<file path="config.mk">
export PLATFORM = sky130hd
export DESIGN_NAME = bf_loop_ctrl_flat
export DESIGN_NICKNAME = d
export VERILOG_FILES = /design/src/rtl/bf_pkg.sv /design/src/rtl/bf_loop_ctrl_if.sv /design/src/rtl/bf_loop_stack.sv /design/src/rtl/bf_loop_ctrl.sv /design/src/flat_wrapper.sv
export SDC_FILE = /design/constraint.sdc
export NUM_CORES = 1
export LEC_CHECK = 0
export ABC_AREA = 0
export BUFFER_PORTS_ARGS = -buffer_cell sky130_fd_sc_hd__buf_2
export CAP_MARGIN = 5
export CORE_MARGIN = 5
export CORE_UTILIZATION = 45
export DETAILED_ROUTE_END_ITERATION = 6
export PLACE_DENSITY = 0.58
export SYNTH_ARGS = -nofsm -noshare
export SYNTH_HDL_FRONTEND = slang
export SYNTH_HIERARCHICAL = 1
export SYNTH_SLANG_ARGS = --single-unit
</file>
<file path="constraint.sdc">
create_clock -name clk -period 4.1 [get_ports clk]
set_input_delay 0.82 -clock clk [delete_from_list [all_inputs] [get_ports clk]]
set_output_delay 0.82 -clock clk [all_outputs]
set_load 0.01 [all_outputs]
</file>
<file path="src/rtl/bf_pkg.sv">
// Shared definitions for the Brainfuck CPU.
// Holds the eight opcode encodings (ASCII), the loop-controller error codes,
// the loop-controller FSM state encoding and a small opcode classifier.
package bf_pkg;

    localparam logic [7:0] OP_OPEN  = 8'h5B;  // '['
    localparam logic [7:0] OP_CLOSE = 8'h5D;  // ']'
    localparam logic [7:0] OP_INC   = 8'h2B;  // '+'
    localparam logic [7:0] OP_DEC   = 8'h2D;  // '-'
    localparam logic [7:0] OP_RIGHT = 8'h3E;  // '>'
    localparam logic [7:0] OP_LEFT  = 8'h3C;  // '<'
    localparam logic [7:0] OP_OUT   = 8'h2E;  // '.'
    localparam logic [7:0] OP_IN    = 8'h2C;  // ','

    localparam logic [1:0] ERR_NONE      = 2'd0;
    localparam logic [1:0] ERR_OVF       = 2'd1;
    localparam logic [1:0] ERR_UNMATCHED = 2'd2;
    localparam logic [1:0] ERR_ILLEGAL   = 2'd3;

    typedef enum logic [2:0] {
        ST_IDLE    = 3'd0,
        ST_RESOLVE = 3'd1,
        ST_SCAN    = 3'd2,
        ST_REPORT  = 3'd3,
        ST_ERROR   = 3'd4
    } loop_state_t;

    // Bracket class of a program word: 2'b01 '[', 2'b10 ']', 2'b00 anything else.
    function automatic logic [1:0] bracket_class(input logic [7:0] word);
        logic [1:0] cls;
        case (word)
            OP_OPEN:  cls = 2'b01;
            OP_CLOSE: cls = 2'b10;
            default:  cls = 2'b00;
        endcase
        return cls;
    endfunction

endpackage

</file>
<file path="src/rtl/bf_loop_ctrl_if.sv">
// Bus between the loop controller and its neighbours.
// master: decoder/fetch/program-memory side; slave: the loop controller.
//   op_*        bracket op handshake and operands from the decoder
//   done/pc_next next-PC result for fetch
//   imem_*      shared program-memory read port (scan only)
//   stack_depth/err/err_code status
interface bf_loop_ctrl_if #(
    parameter int ADDR_W      = 12,
    parameter int DATA_W      = 8,
    parameter int STACK_DEPTH = 16
);
    localparam int DEPTH_W = $clog2(STACK_DEPTH) + 1;

    logic               op_valid;
    logic               op_ready;
    logic               op_is_open;
    logic               op_is_close;
    logic [ADDR_W-1:0]  op_pc;
    logic               cell_zero;
    logic               done;
    logic [ADDR_W-1:0]  pc_next;
    logic               imem_rd_en;
    logic [ADDR_W-1:0]  imem_addr;
    logic [DATA_W-1:0]  imem_data;
    logic [DEPTH_W-1:0] stack_depth;
    logic               err;
    logic [1:0]         err_code;

    modport master (
        output op_valid, op_is_open, op_is_close, op_pc, cell_zero, imem_data,
        input  op_ready, done, pc_next, imem_rd_en, imem_addr, stack_depth, err, err_code
    );

    modport slave (
        input  op_valid, op_is_open, op_is_close, op_pc, cell_zero, imem_data,
        output op_ready, done, pc_next, imem_rd_en, imem_addr, stack_depth, err, err_code
    );

endinterface

</file>
<file path="src/rtl/bf_loop_stack.sv">
// LIFO of open-bracket addresses, STACK_DEPTH entries of ADDR_W bits.
// Ports: clk, rst (sync, active-high), i_push/i_pop (never both in one cycle),
// i_din push data, o_top newest entry, o_depth entry count, o_full, o_empty.
// Push when full and pop when empty are ignored.
module bf_loop_stack #(
    parameter int ADDR_W      = 12,
    parameter int STACK_DEPTH = 16,
    localparam int PTR_W      = $clog2(STACK_DEPTH)
) (
    input  logic              clk,
    input  logic              rst,
    input  logic              i_push,
    input  logic              i_pop,
    input  logic [ADDR_W-1:0] i_din,
    output logic [ADDR_W-1:0] o_top,
    output logic [PTR_W:0]    o_depth,
    output logic              o_full,
    output logic              o_empty
);
    localparam logic [PTR_W:0]   DEPTH_ONE = {{PTR_W{1'b0}}, 1'b1};
    localparam logic [PTR_W:0]   DEPTH_MAX = (PTR_W+1)'(STACK_DEPTH);
    localparam logic [PTR_W-1:0] IDX_ONE   = {{(PTR_W-1){1'b0}}, 1'b1};

    logic [ADDR_W-1:0] r_mem [STACK_DEPTH];
    logic [PTR_W:0]    r_depth;
    logic [PTR_W-1:0]  w_top_idx;

    assign o_full    = (r_depth == DEPTH_MAX);
    assign o_empty   = (r_depth == {(PTR_W+1){1'b0}});
    assign w_top_idx = r_depth[PTR_W-1:0] - IDX_ONE;
    assign o_top     = r_mem[w_top_idx];
    assign o_depth   = r_depth;

    // Entry storage; written only on an accepted push, no reset needed.
    always_ff @(posedge clk) begin
        if (i_push && !o_full) begin
            r_mem[r_depth[PTR_W-1:0]] <= i_din;
        end
    end

    // Occupancy counter.
    always_ff @(posedge clk) begin
        if (rst) begin
            r_depth <= {(PTR_W+1){1'b0}};
        end else if (i_push && !o_full) begin
            r_depth <= r_depth + DEPTH_ONE;
        end else if (i_pop && !o_empty) begin
            r_depth <= r_depth - DEPTH_ONE;
        end else begin
            r_depth <= r_depth;
        end
    end

endmodule

</file>
<file path="src/rtl/bf_loop_ctrl.sv">
// Loop-sequencing controller: resolves '[' / ']' ops and returns the next PC.
// Ports: clk, rst (sync, active-high), bus (bf_loop_ctrl_if.slave) carrying
// the op handshake, the done/pc_next result, the program-memory read port
// used for forward scans, and the stack_depth/err/err_code status.
module bf_loop_ctrl
    import bf_pkg::*;
#(
    parameter int ADDR_W      = 12,
    parameter int DATA_W      = 8,
    parameter int STACK_DEPTH = 16
) (
    input  logic           clk,
    input  logic           rst,
    bf_loop_ctrl_if.slave  bus
);
    localparam int PTR_W = $clog2(STACK_DEPTH);
    localparam logic [ADDR_W-1:0] ADDR_ONE = {{(ADDR_W-1){1'b0}}, 1'b1};
    localparam logic [ADDR_W-1:0] ADDR_MAX = {ADDR_W{1'b1}};

    loop_state_t       r_state, w_next_state;
    logic              r_ready, r_done, r_err;
    logic [1:0]        r_err_code, w_err_code_d;
    logic              r_is_open, r_cell_zero;
    logic [ADDR_W-1:0] r_pc, r_pc_next, w_pc_next_d;
    logic [ADDR_W-1:0] r_scan_cnt, w_scan_cnt_d;
    logic              r_rd_en, w_rd_en_d;
    logic [ADDR_W-1:0] r_rd_addr, w_rd_addr_d;
    logic              r_eval_valid;      // imem_data holds the word at r_eval_addr
    logic [ADDR_W-1:0] r_eval_addr;
    logic              w_push, w_pop, w_full, w_empty, w_accept, w_illegal;
    logic              w_word_open, w_word_close;
    logic [ADDR_W-1:0] w_top;
    logic [1:0]        w_word_cls;

    bf_loop_stack #(.ADDR_W(ADDR_W), .STACK_DEPTH(STACK_DEPTH)) u_stack (
        .clk     (clk),
        .rst     (rst),
        .i_push  (w_push),
        .i_pop   (w_pop),
        .i_din   (r_pc),
        .o_top   (w_top),
        .o_depth (bus.stack_depth),
        .o_full  (w_full),
        .o_empty (w_empty)
    );

    assign w_accept     = bus.op_valid && r_ready;
    assign w_illegal    = (bus.op_is_open == bus.op_is_close);
    assign w_word_cls   = bracket_class(8'(bus.imem_data));
    assign w_word_open  = w_word_cls[0];
    assign w_word_close = w_word_cls[1];

    assign bus.op_ready   = r_ready;
    assign bus.done       = r_done;
    assign bus.pc_next    = r_pc_next;
    assign bus.imem_rd_en = r_rd_en;
    assign bus.imem_addr  = r_rd_addr;
    assign bus.err        = r_err;
    assign bus.err_code   = r_err_code;

    // Next-state, stack commands, result PC and scan read stream.
    always_comb begin
        w_next_state = r_state;
        w_push       = 1'b0;
        w_pop        = 1'b0;
        w_pc_next_d  = r_pc_next;
        w_err_code_d = r_err_code;
        w_rd_en_d    = 1'b0;
        w_rd_addr_d  = r_rd_addr;
        w_scan_cnt_d = r_scan_cnt;
        case (r_state)
            ST_IDLE: begin
                if (w_accept && w_illegal) begin
                    w_next_state = ST_ERROR;
                    w_err_code_d = ERR_ILLEGAL;
                end else if (w_accept) begin
                    w_next_state = ST_RESOLVE;
                end else begin
                    w_next_state = ST_IDLE;
                end
            end
            ST_RESOLVE: begin
                if (r_is_open && !r_cell_zero) begin
                    if (w_full) begin
                        w_next_state = ST_ERROR;
                        w_err_code_d = ERR_OVF;
                    end else begin
                        w_push       = 1'b1;
                        w_pc_next_d  = r_pc + ADDR_ONE;
                        w_next_state = ST_REPORT;
                    end
                end else if (r_is_open) begin
                    // A '[' in the last word has nothing left to scan.
                    if (r_pc == ADDR_MAX) begin
                        w_next_state = ST_ERROR;
                        w_err_code_d = ERR_UNMATCHED;
                    end else begin
                        w_next_state = ST_SCAN;
                        w_scan_cnt_d = ADDR_ONE;
                        w_rd_en_d    = 1'b1;
                        w_rd_addr_d  = r_pc + ADDR_ONE;
                    end
                end else if (w_empty) begin
                    w_next_state = ST_ERROR;
                    w_err_code_d = ERR_UNMATCHED;
                end else if (!r_cell_zero) begin
                    // Jump to the body start; the '[' stays stacked.
                    w_pc_next_d  = w_top + ADDR_ONE;
                    w_next_state = ST_REPORT;
                end else begin
                    w_pop        = 1'b1;
                    w_pc_next_d  = r_pc + ADDR_ONE;
                    w_next_state = ST_REPORT;
                end
            end
            ST_SCAN: begin
                // Keep one read in flight; stop at the top of memory rather than wrap.
                if (r_rd_en && (r_rd_addr != ADDR_MAX)) begin
                    w_rd_en_d   = 1'b1;
                    w_rd_addr_d = r_rd_addr + ADDR_ONE;
                end else begin
                    w_rd_en_d   = 1'b0;
                end
                if (r_eval_valid) begin
                    if (w_word_open) begin
                        w_scan_cnt_d = r_scan_cnt + ADDR_ONE;
                    end else if (w_word_close) begin
                        w_scan_cnt_d = r_scan_cnt - ADDR_ONE;
                    end else begin
                        w_scan_cnt_d = r_scan_cnt;
                    end
                    if (w_word_close && (r_scan_cnt == ADDR_ONE)) begin
                        // Match found; the read issued this cycle is discarded.
                        w_rd_en_d    = 1'b0;
                        w_pc_next_d  = r_eval_addr + ADDR_ONE;
                        w_next_state = ST_REPORT;
                    end else if (r_eval_addr == ADDR_MAX) begin
                        w_rd_en_d    = 1'b0;
                        w_next_state = ST_ERROR;
                        w_err_code_d = ERR_UNMATCHED;
                    end else begin
                        w_next_state = ST_SCAN;
                    end
                end else begin
                    w_next_state = ST_SCAN;
                end
            end
            ST_REPORT: w_next_state = ST_IDLE;
            ST_ERROR:  w_next_state = ST_ERROR;
            default:   w_next_state = ST_IDLE;
        endcase
    end

    // State register and registered outputs.
    always_ff @(posedge clk) begin
        if (rst) begin
            r_state      <= ST_IDLE;
            r_ready      <= 1'b1;
            r_done       <= 1'b0;
            r_pc_next    <= {ADDR_W{1'b0}};
            r_rd_en      <= 1'b0;
            r_rd_addr    <= {ADDR_W{1'b0}};
            r_eval_valid <= 1'b0;
            r_eval_addr  <= {ADDR_W{1'b0}};
            r_scan_cnt   <= {ADDR_W{1'b0}};
            r_err        <= 1'b0;
            r_err_code   <= ERR_NONE;
        end else begin
            r_state      <= w_next_state;
            r_ready      <= (w_next_state == ST_IDLE);
            r_done       <= (w_next_state == ST_REPORT);
            r_pc_next    <= w_pc_next_d;
            r_rd_en      <= w_rd_en_d;
            r_rd_addr    <= w_rd_addr_d;
            r_eval_valid <= r_rd_en;
            r_eval_addr  <= r_rd_addr;
            r_scan_cnt   <= w_scan_cnt_d;
            r_err        <= r_err | (w_next_state == ST_ERROR);
            r_err_code   <= w_err_code_d;
        end
    end

    // Operand capture at acceptance.
    always_ff @(posedge clk) begin
        if (rst) begin
            r_pc        <= {ADDR_W{1'b0}};
            r_is_open   <= 1'b0;
            r_cell_zero <= 1'b0;
        end else if (w_accept) begin
            r_pc        <= bus.op_pc;
            r_is_open   <= bus.op_is_open;
            r_cell_zero <= bus.cell_zero;
        end else begin
            r_pc        <= r_pc;
            r_is_open   <= r_is_open;
            r_cell_zero <= r_cell_zero;
        end
    end

endmodule

</file>
<file path="src/flat_wrapper.sv">
// flat-port wrapper written by rule: the top's interface ports become plain ports
module bf_loop_ctrl_flat import bf_pkg::*;
#(
    parameter int ADDR_W      = 12,
    parameter int DATA_W      = 8,
    parameter int STACK_DEPTH = 16
)
  (clk, rst, bus_op_valid, bus_op_is_open, bus_op_is_close, bus_op_pc, bus_cell_zero, bus_imem_data, bus_op_ready, bus_done, bus_pc_next, bus_imem_rd_en, bus_imem_addr, bus_stack_depth, bus_err, bus_err_code);
  bf_loop_ctrl_if #(.ADDR_W(ADDR_W), .DATA_W(DATA_W), .STACK_DEPTH(STACK_DEPTH)) bus_i ();
  input  logic clk;
  input  logic rst;
  input wire logic [$bits(bus_i.op_valid)-1:0] bus_op_valid;
  input wire logic [$bits(bus_i.op_is_open)-1:0] bus_op_is_open;
  input wire logic [$bits(bus_i.op_is_close)-1:0] bus_op_is_close;
  input wire logic [$bits(bus_i.op_pc)-1:0] bus_op_pc;
  input wire logic [$bits(bus_i.cell_zero)-1:0] bus_cell_zero;
  input wire logic [$bits(bus_i.imem_data)-1:0] bus_imem_data;
  output wire logic [$bits(bus_i.op_ready)-1:0] bus_op_ready;
  output wire logic [$bits(bus_i.done)-1:0] bus_done;
  output wire logic [$bits(bus_i.pc_next)-1:0] bus_pc_next;
  output wire logic [$bits(bus_i.imem_rd_en)-1:0] bus_imem_rd_en;
  output wire logic [$bits(bus_i.imem_addr)-1:0] bus_imem_addr;
  output wire logic [$bits(bus_i.stack_depth)-1:0] bus_stack_depth;
  output wire logic [$bits(bus_i.err)-1:0] bus_err;
  output wire logic [$bits(bus_i.err_code)-1:0] bus_err_code;
  assign bus_i.op_valid = bus_op_valid;
  assign bus_i.op_is_open = bus_op_is_open;
  assign bus_i.op_is_close = bus_op_is_close;
  assign bus_i.op_pc = bus_op_pc;
  assign bus_i.cell_zero = bus_cell_zero;
  assign bus_i.imem_data = bus_imem_data;
  assign bus_op_ready = bus_i.op_ready;
  assign bus_done = bus_i.done;
  assign bus_pc_next = bus_i.pc_next;
  assign bus_imem_rd_en = bus_i.imem_rd_en;
  assign bus_imem_addr = bus_i.imem_addr;
  assign bus_stack_depth = bus_i.stack_depth;
  assign bus_err = bus_i.err;
  assign bus_err_code = bus_i.err_code;
  bf_loop_ctrl #(.ADDR_W(ADDR_W), .DATA_W(DATA_W), .STACK_DEPTH(STACK_DEPTH)) u_core (.clk(clk), .rst(rst), .bus(bus_i));
endmodule
</file>
==> out/qor.log <==
INFO  worst_setup_path timing.critical_path.cells=inv_1 > ha_1 > or4bb_1 > inv_1 > nand2b_1 > nor2_1 > buf_4 > nand2_1 > ha_1 > a21o_1 > a2111oi_0 > a211oi_1 > a2111oi_1
INFO  cells_and_area post_route_cells_drive_above_1_share=0.170
INFO  cts            cts_num_sinks=269
INFO  synthesis      synth_enable_flop_cells=192
INFO  worst_setup_path critical_path_peak_fanout=10
INFO  detailed_routing detailedRoute.firstPassIterationCount=5
INFO  worst_setup_path crit_path_top_delay_cell=sky130_fd_sc_hd__a2111oi_0
INFO  sta            final_critical_path_setup_slack=0.438ns
INFO  cts            clock_path_buffers=3
INFO  cells_and_area final_cell_area=13800um^2
INFO  sta            max-slew-margin-rel=0.156
INFO  cts            post_cts_resized=0
INFO  flow_run       count_of_max_cap_constraint_violations=0
INFO  synthesis      ys_warn_count=6
INFO  worst_setup_path worst_r2r_path_depth=13
INFO  die            placementRows=60
INFO  sta            tightest_slew=1.26ns
INFO  global_route   grt.overflow.total=0
INFO  detailed_routing ant_nets=0
INFO  worst_setup_path end_kind=flop
INFO  status         outcome=complete, no violations
INFO  synthesis      synth_top_cell_area_share=0.477
INFO  hold_path      min_to=u_core/bus.pc_next[1]
INFO  detailed_routing routed_wire_length_per_instance=20.2um
INFO  power          p_leak=5.02nW
INFO  synthesis      post-synth-top-area-cell=sky130_fd_sc_hd__edfxtp_1
INFO  sta            finClkSkew=0.0102ns
INFO  cells_and_area finish.utilization=0.517
INFO  worst_setup_path critical_path_buf_inv_count=3
INFO  worst_setup_path rrSetupSlack=0.44ns
INFO  place          detailed_place_hpwl=19500um
INFO  synthesis      yosysUniqueCellTypes=77
INFO  global_route   global_route_wire_length_before_repair=45600um
INFO  synthesis      synthCells=1015
INFO  sta            setup_viol_count_final=0
INFO  detailed_routing wl=29300um
INFO  die            dieWidth=174um
INFO  die            ios=61
INFO  detailed_routing via_per_inst=5.63
INFO  sta            timing.final.hold_violations=0
INFO  sta            fin_setup_tns=0ns
INFO  global_route   grt_util_all_layers=0.191
INFO  synthesis      synth_flop_cell=sky130_fd_sc_hd__edfxtp_1
INFO  detailed_routing vias=8190
INFO  global_route   grt_max_degree=55
INFO  place          port_buffers=60
INFO  worst_setup_path setup_cp_type=reg -> reg
INFO  worst_setup_path critPathTopFamily=compound AO/OA/AOI/OAI gates
INFO  cells_and_area antenna_cells_inserted=0
INFO  cells_and_area growth_of_design_area_from_synthesis_to_finish=14.3%
INFO  cts            postCtsHoldBufs=0
INFO  synthesis      syn-num-nets=1057
INFO  synthesis      post-synth-top-count-cell=sky130_fd_sc_hd__edfxtp_1
INFO  worst_setup_path timing.critical_path.slowest_cell_delay=0.57ns
INFO  worst_setup_path crit-reg2reg-launch=u_core/u_stack/o_depth[1]
INFO  sta            rsz0062_at_grt=false
INFO  hold_path      hold_path.startpoint=u_core/bus.pc_next[1]
INFO  hold_path      worstHoldPathCells=2
INFO  sta            number_of_pins_exceeding_their_max_slew_limit_in_the_final_report=0
INFO  place          gp_congestion=0.866
INFO  cts            cts.root.buffer_cell=sky130_fd_sc_hd__clkbuf_16
INFO  die            design.die.area=30200um^2
INFO  cts            cts.reportedPaths.clkPinSlew=0.06ns
INFO  place          standard_cell_area_after_detailed_placement=12900um^2
INFO  global_route   grt_antenna_before_repair=0
INFO  worst_setup_path worst_ep_required_time=4.52ns
INFO  worst_setup_path critPathLaunchType=flop
INFO  detailed_routing drc_errors_left=0
INFO  power          peakVddDrop=0.000267V
INFO  cts            clock_tree.htree_level_count=1
INFO  sta            layout_min_cycle_time=3.66ns
INFO  synthesis      synth.area.top_cells=sky130_fd_sc_hd__edfxtp_1 (48%), sky130_fd_sc_hd__dfxtp_1 (13%), sky130_fd_sc_hd__nand2_1 (5.2%)
INFO  die            floorplan.die.height=174um
INFO  synthesis      async_reset_ff_frac=0
INFO  worst_setup_path cp.arrival=4.09ns
INFO  global_route   vias_in_the_first_global_route=7983
INFO  hold_path      worst_hold_path_type=reg -> reg
INFO  synthesis      synth_seq_cells=269
INFO  cells_and_area nNetsFinal=1135
INFO  die            floorplan.initialDensity=0.452
INFO  synthesis      yosys-top-cells-count=sky130_fd_sc_hd__edfxtp_1 (192), sky130_fd_sc_hd__nand2_1 (166), sky130_fd_sc_hd__dfxtp_1 (77), sky130_fd_sc_hd__nor2_1 (77), sky130_fd_sc_hd__a21oi_1 (46)
INFO  worst_setup_path worst_r2r_endpoint=u_core/u_stack/o_depth[4]
INFO  sta            finalCritPeriodShare=0.893
INFO  cts            tritoncts_buffers=29
INFO  place          dpl_worst_slack=0.481ns
INFO  cts            postCtsSetupRepairBufs=0
INFO  synthesis      syn_area=12100um^2
INFO  synthesis      seq_area_frac_synth=0.605
INFO  synthesis      synth.avg_cell_area=11.9um^2
INFO  cts            tritoncts=yes
INFO  power          pwr_density_cell=460nW/um^2
INFO  die            design.core.area=26700um^2
INFO  cts            worst_skew_pair.late_latency=0.54ns
INFO  detailed_routing drt_iter0_markers=608
INFO  sta            clock.fmax=273MHz
## worst reg2reg max path, cell delays in order, from the launching register on
cell	delay (ns)
sky130_fd_sc_hd__dfxtp_1	0.40
sky130_fd_sc_hd__inv_1	0.14
sky130_fd_sc_hd__ha_1	0.25
sky130_fd_sc_hd__or4bb_1	0.55
sky130_fd_sc_hd__inv_1	0.12
sky130_fd_sc_hd__nand2b_1	0.16
sky130_fd_sc_hd__nor2_1	0.05
sky130_fd_sc_hd__buf_4	0.17
sky130_fd_sc_hd__nand2_1	0.18
sky130_fd_sc_hd__ha_1	0.30
sky130_fd_sc_hd__a21o_1	0.21
sky130_fd_sc_hd__a2111oi_0	0.57
sky130_fd_sc_hd__a211oi_1	0.11
sky130_fd_sc_hd__a2111oi_1	0.34
## cells by family after synthesis
kind of cell / synth area share
flops: 0.605
xor+xnor: 0.0342
mux: 0.0681
buf+inv: 0.0256
compound gates: 0.0952
simple gates: 0.155
fa+ha+maj: 0.0172
## through the flow
stage	hold slack, ns	std cells	power [mW]
final	0.458	1456	6.35
after detailed placement	0.450	1403	3.90
after CTS	0.458	1456	6.41
after floorplan	0.466	1015	3.61
after global routing	0.498	1456	6.61
after global placement	0.443	1403	3.90
## power by group
group | total [mW] | leakage [nW] | internal, mW | switching (mW)
Sequential | 3.06 | 2.38 | 3.00 | 0.0603
Clock | 2.51 | 0.452 | 1.49 | 1.01
Combinational | 0.781 | 2.19 | 0.276 | 0.504
Total | 6.35 | 5.02 | 4.77 | 1.58
## how the worst max path moves through the flow
| stage | slack (ns) | cells past startpoint | end | from |
|---|---|---|---|---|
| final | 0.44 | 13 | u_core/u_stack/o_depth[4] | u_core/u_stack/o_depth[1] |
| after global routing | 0.14 | 13 | u_core/u_stack/o_depth[4] | u_core/u_stack/o_depth[0] |
| after CTS | 0.43 | 13 | u_core/u_stack/o_depth[4] | u_core/u_stack/o_depth[0] |
| after detailed placement | 0.48 | 13 | u_core/u_stack/o_depth[4] | u_core/u_stack/o_depth[0] |
| after global placement | 0.52 | 13 | u_core/u_stack/o_depth[4] | u_core/u_stack/o_depth[0] |
| after floorplan | 0.56 | 14 | u_core/u_stack/o_depth[4] | u_core/u_stack/o_depth[0] |
## final cells by class
class / instances / area (um^2)
Sequential cell: 269 / 7310
Inverter: 18 / 67.6
Clock inverter: 12 / 108
Clock buffer: 41 / 811
Tap cell: 341 / 427
Fill cell: 2350 / 12900
Multi-Input combinational cell: 678 / 4480
Timing Repair Buffer: 97 / 603
## layer usage
metal  global-route usage  wire length [um]  up-vias
met5                    0                 0        -
li1                     -                 -     3923
met1                0.284             13800     4014
met4               0.0373               396        0
met2                0.299             13400      227
met3               0.0310              1740       26
## layout by cell type (no fill, tap or decap), types with 24 or more instances in the layout
| cell | synthesis | final |
|---|---|---|
| sky130_fd_sc_hd__edfxtp_1 | 192 | 192 |
| sky130_fd_sc_hd__nand2_1 | 166 | 166 |
| sky130_fd_sc_hd__nor2_1 | 77 | 77 |
| sky130_fd_sc_hd__dfxtp_1 | 77 | 76 |
| sky130_fd_sc_hd__buf_2 | 19 | 60 |
| sky130_fd_sc_hd__a21oi_1 | 46 | 46 |
| sky130_fd_sc_hd__nand3_1 | 43 | 43 |
| sky130_fd_sc_hd__o21ai_0 | 37 | 37 |
| sky130_fd_sc_hd__buf_4 | 1 | 35 |
| sky130_fd_sc_hd__clkbuf_16 | 0 | 29 |
| sky130_fd_sc_hd__mux2i_1 | 27 | 27 |
| sky130_fd_sc_hd__nor3_1 | 26 | 26 |
| sky130_fd_sc_hd__mux4_2 | 24 | 24 |
## registers in the layout, summed over array words and instances, names as in the netlist
| signal | flops |
|---|---|
| u_core/r_cell_zero | 1 |
| u_core/r_eval_valid | 1 |
| u_core/bus.done | 1 |
| u_core/bus.pc_next | 12 |
| u_core/bus.err | 1 |
| u_core/r_eval_addr | 12 |
| u_core/r_state | 3 |
| u_core/bus.err_code | 2 |
| u_core/r_scan_cnt | 12 |
| u_core/bus.op_ready | 1 |
| u_core/bus.imem_rd_en | 1 |
| u_core/r_is_open | 1 |
| u_core/bus.imem_addr | 12 |
| u_core/u_stack/o_depth | 5 |
| u_core/r_pc | 12 |
| u_core/u_stack/r_mem | 192 |
(Power assumes the default switching activity.)
